===== src/rtl/clock_supervisor.sv =====
// Purpose: reset sequencer and lock watchdog in front of clock_controller; pulses its reset, waits for lock, releases sys_rst.
// Latency: all outputs registered from next-state; a change of `locked` reaches the FSM two clk_33 edges after it is first sampled.
// Backpressure: none; free-running control block with no handshake, `locked` is the only status input.
//
// Ports:
//   clk_33        in   board clock, single domain
//   rst           in   synchronous active-high reset
//   locked        in   clock_controller lock status, asynchronous to clk_33
//   clkgen_rst_n  out  active-low reset to clock_controller
//   sys_rst       out  active-high reset for downstream logic
//   ready         out  high only while running with a stable lock
//   fail          out  high once the retry budget is exhausted (terminal)
//   retry_count   out  saturating count of retries taken, cleared only by rst
module clock_supervisor #(
    parameter int HOLD_CYCLES   = 16,
    parameter int LOCK_TIMEOUT  = 33000,
    parameter int STABLE_CYCLES = 1024,
    parameter int MAX_RETRIES   = 15
) (
    input  logic       clk_33,
    input  logic       rst,
    input  logic       locked,
    output logic       clkgen_rst_n,
    output logic       sys_rst,
    output logic       ready,
    output logic       fail,
    output logic [3:0] retry_count
);

    typedef enum logic [2:0] {
        S_HOLD,
        S_WAIT_LOCK,
        S_STABLE,
        S_RUN,
        S_FAIL
    } state_t;

    localparam logic [19:0] HOLD_LAST   = 20'(HOLD_CYCLES - 1);
    localparam logic [19:0] LOCK_LAST   = 20'(LOCK_TIMEOUT - 1);
    localparam logic [19:0] STABLE_LAST = 20'(STABLE_CYCLES - 1);
    localparam logic [3:0]  RETRY_MAX   = 4'(MAX_RETRIES);

    state_t      state;
    state_t      state_nxt;
    logic [19:0] timer;
    logic        sync_q;
    logic        locked_s;
    logic        retry_take;
    logic        retry_inc;

    always_comb begin
        state_nxt  = state;
        retry_take = 1'b0;
        retry_inc  = 1'b0;
        case (state)
            S_HOLD: begin
                if (timer == HOLD_LAST) begin
                    state_nxt = S_WAIT_LOCK;
                end
            end
            S_WAIT_LOCK: begin
                // Lock is checked first so a lock arriving on the timeout cycle wins.
                if (locked_s) begin
                    state_nxt = S_STABLE;
                end else if (timer == LOCK_LAST) begin
                    retry_take = 1'b1;
                end
            end
            S_STABLE: begin
                // Chatter during the stable window just restarts the wait, no retry.
                if (!locked_s) begin
                    state_nxt = S_WAIT_LOCK;
                end else if (timer == STABLE_LAST) begin
                    state_nxt = S_RUN;
                end
            end
            S_RUN: begin
                if (!locked_s) begin
                    retry_take = 1'b1;
                end
            end
            S_FAIL: begin
                state_nxt = S_FAIL;
            end
            default: begin
                state_nxt = S_HOLD;
            end
        endcase

        if (retry_take) begin
            if (retry_count == RETRY_MAX) begin
                state_nxt = S_FAIL;
            end else begin
                state_nxt = S_HOLD;
                retry_inc = 1'b1;
            end
        end
    end

    always_ff @(posedge clk_33) begin
        if (rst) begin
            sync_q       <= 1'b0;
            locked_s     <= 1'b0;
            state        <= S_HOLD;
            timer        <= 20'd0;
            retry_count  <= 4'd0;
            clkgen_rst_n <= 1'b0;
            sys_rst      <= 1'b1;
            ready        <= 1'b0;
            fail         <= 1'b0;
        end else begin
            sync_q   <= locked;
            locked_s <= sync_q;
            state    <= state_nxt;

            // Shared timer restarts on every state change; it saturates so that
            // long stays in RUN or FAIL never wrap it back through a compare value.
            if (state_nxt != state) begin
                timer <= 20'd0;
            end else if (timer != 20'hFFFFF) begin
                timer <= timer + 20'd1;
            end

            if (retry_inc) begin
                retry_count <= retry_count + 4'd1;
            end

            // Outputs decoded from next-state so they move on the same edge as the state.
            clkgen_rst_n <= (state_nxt != S_HOLD) && (state_nxt != S_FAIL);
            sys_rst      <= (state_nxt != S_RUN);
            ready        <= (state_nxt == S_RUN);
            fail         <= (state_nxt == S_FAIL);
        end
    end

endmodule


===== config.mk =====
export PLATFORM = sky130hd
export DESIGN_NAME = clock_supervisor
export DESIGN_NICKNAME = d
export VERILOG_FILES = /design/src/rtl/clock_supervisor.sv
export SDC_FILE = /design/constraint.sdc
export NUM_CORES = 1
export LEC_CHECK = 0
export CAP_MARGIN = 10
export CORE_MARGIN = 3
export CORE_UTILIZATION = 33
export CTS_BUF_LIST = sky130_fd_sc_hd__clkbuf_16
export CTS_CLUSTER_DIAMETER = 120
export DETAILED_ROUTE_END_ITERATION = 12
export GPL_ROUTABILITY_DRIVEN = 0
export HOLD_SLACK_MARGIN = 0.06
export SKIP_CTS_REPAIR_TIMING = 1
export SLEW_MARGIN = 30
export SYNTH_ARGS = -nofsm -noshare
export SYNTH_HDL_FRONTEND = slang
export SYNTH_SLANG_ARGS = --single-unit

===== constraint.sdc =====
create_clock -name clk_33 -period 6.2 [get_ports clk_33]
set_clock_uncertainty 0.15 [all_clocks]
set_input_delay 1.24 -clock clk_33 [delete_from_list [all_inputs] [get_ports clk_33]]
set_output_delay 1.24 -clock clk_33 [all_outputs]
set_load 0.02 [all_outputs]

==> reports/qor.yml <==
status:
  status: "complete, no violations"
setup_path:
  crit_chain: "clkdlybuf4s50_1"
  cpMaxStageDelayCell: "clkdlybuf4s50_1"
  reg2reg_from: "timer[11]"
  slowest_delay_ps: 630
  cp.arrival_ps: 1300
  crit_required_ps: 4810
  start_kind: "register"
  reg2regPathDepth: 5
  crit_path_max_fanout: 5
  crit_family: "buffers and inverters"
  end_kind: "output port"
  timing.rr.end: "timer[3]"
  critical_path_class: "reg -> out"
  ff2ff_setup_slack_ps: 3770
  crit_cells: 1
  worst-path-buf-inv: 1
routing:
  via_count: 1466
  wl_per_cell_um: 13.3
  totalWireLength_um: 3570
  drt-vias-per-instance: 5.47
  initialDrtViolationCount: 76
  dr.pass1.iters: 4
  drc: 0
  ant_nets: 0
yosys:
  muxShareOfSynthArea: 0.0118
  synth.net_count: 196
  ys_types: 45
  synthAdderAreaFrac: 0.0147
  synth_simple_gate_area_frac: 0.332
  yosys_register_bits: 33
  yosysWarnings: 0
  yosysSeqAreaShare: 0.389
  async_reset_ff_frac: 0
  synth_top_cell_area_share: 0.389
  synth_area_leaders: "dfxtp_1 39%, xor2_1 5.7%, nand4_1 3.3%, nor2_1 3.3%, o21ai_0 3.2%"
  synthXorXnorAreaFrac: 0.0618
  synthCells: 191
  synth_edf_count: 0
  synth_compound_area_frac: 0.166
  synthFlopType: "dfxtp_1"
  post_synth.cell_area_avg_um2: 8.90
  synth_top_family_by_area: "simple AND/OR/NAND/NOR gates"
  post-synth-top-area-cell: "dfxtp_1"
  synth_area_mm2: 0.00170
placement:
  dp.cells: 260
  port_buffers: 10
  post-dp-hpwl_um: 2490
sta:
  fin_tns_setup_ps: 0
  fmax_ghz: 0.372
  maxSlewHeadroom: 0.600
  finalCritPeriodShare: 0.433
  hold_viol_final: 0
  final_max_slew_viol_count: 0
  hold_ws_ps: 280
  setup_viol: 0
  rsz0062_at_grt: "false"
  finalCriticalPeriod_ps: 2690
  tightest_slew_ps: 599
grt:
  grt_first_pass_wirelength_um: 6280
  grt_usage: 0.130
  grt_pass1_vias: 1352
  overflow: 0
  grt_max_degree: 21
  antenna_found_initial: 0
power:
  pwr-share-clk: 0.499
  p_int_w: 0.000363
  swShare: 0.198
  p_switching_w: 0.0000896
  sequentialPowerShare: 0.479
  power_w: 0.000453
  combPwrFrac: 0.022
  power.leakage_nw: 0.696
  irDropWorstVdd_mv: 0.126
  power_density_mw_per_mm2: 227
clocking:
  insertion_delay_ps: 270
  clkTransAtPathRegs_ps: 50
  cts_root_buf: "clkbuf_16"
  clock-sinks: 33
  cts.path.max_buffers: 2
  cts_tree: "yes"
  numCtsBuffers: 5
  htree_num_levels: 2
final_layout:
  diodes: 0
  multiInputGateArea_um2: 996
  nFillCells: 485
  fin_cells: 268
  nets: 205
  drive_above_1_share: 0.0697
  syn2layout_area_growth_pct: 17.1
  seq_area_um2: 661
worst_hold_path:
  min_path_cells: 1
  hold_path.startpoint: "sync_q"
  hp-class: "reg -> reg"
  holdPathEnd: "locked_s"
floorplanning:
  initial_core_util: 0.351
  core_area_mm2: 0.00485
  row_count: 25
  die-area_mm2: 0.00605
  fp.dieH_um: 77.8
  die_w_um: 77.8
  ios: 11
job:
  maxCapViolations: 0
[cells in the mapped netlist (5+ instances only)]
master and n:
and4_1 6, nor4_1 7, nor2_1 15, nor3_1 7, a21oi_1 5, xor2_1 11
nand4_1 9, and3_1 7, o21ai_0 11, nor2b_1 5, nand2_1 9, nand3_1 7
o211ai_1 6, dfxtp_1 33, clkbuf_1 7
[power by group through the flow]
stage / logic, W / clock network (W) / registers [W]
after floorplan: 0.00000710 / 0 / 0.000221
after CTS: 0.0000101 / 0.000231 / 0.000217
after global placement: 0.00000975 / 0 / 0.000221
after detailed placement: 0.0000100 / 0 / 0.000221
final: 0.00000989 / 0.000226 / 0.000217
after global routing: 0.0000110 / 0.000241 / 0.000217
[sequential cells by signal, indices dropped and copies added (netlist names)]
signal        flops
sys_rst           1
fail              1
ready             1
sync_q            1
locked_s          1
state             3
retry_count       4
timer            20
clkgen_rst_n      1
[per-stage QoR]
stage	utilization	instance area, um^2	setup WS, ps
after floorplan	-	1700	3970
after global placement	0.383	1860	3390
after detailed placement	0.383	1860	3330
after CTS	0.411	1990	3510
after global routing	0.411	1990	3460
final	0.411	1990	3510
[cells in the final DEF (no fill, tap or decap), drive strengths merged, types with 3 or more instances in the layout]
cell type | Yosys | routed
clkbuf | 7 | 5
nor4b | 3 | 3
o21ai | 11 | 11
nor2b | 5 | 5
a211oi | 4 | 4
and4 | 6 | 6
and3 | 7 | 7
dfxtp | 33 | 33
nor3 | 7 | 7
nor4 | 7 | 7
nand4 | 9 | 9
clkdlybuf4s50 | 0 | 10
o211ai | 6 | 6
or3 | 4 | 4
nand2 | 9 | 9
xor2 | 11 | 11
inv | 2 | 5
nor2 | 15 | 15
a21oi | 5 | 5
and2 | 4 | 4
nand3 | 7 | 7
[cell families (layout without fill, tap and decap cells)]
group,count (synthesis),count (layout)
compound gates,37,37
fa+ha+maj,2,2
flops,33,33
buf+inv,11,21
xor+xnor,12,12
mux,2,2
simple gates,94,94
[final cells by class]
cell class                 count  share of cell area
inverter                       2             0.00377
multi-input combinational    147               0.500
sequential                    33               0.332
tap                           67              0.0421
clock inverter                 3             0.00565
clock buffer                   5              0.0628
timing repair buffer          11              0.0540
[how the worst max path moves through the flow]
stage	start	to
finish	retry_count[0]	retry_count[0]
floorplan	rst	ready
global route	retry_count[3]	retry_count[3]
CTS	retry_count[0]	retry_count[0]
global placement	rst	timer[0]
detailed placement	rst	timer[3]
[per-layer routing]
metal | GRT usage | wire, um | up-vias | share of wire
met5 | 0 | 0 | - | 0
met4 | 0.0480 | 57 | 0 | 0.016
met3 | 0.0418 | 98 | 5 | 0.027
li1 | - | - | 750 | -
met2 | 0.188 | 1580 | 17 | 0.44
met1 | 0.180 | 1840 | 694 | 0.52
Note: power is estimated with default switching activity, not from simulation.
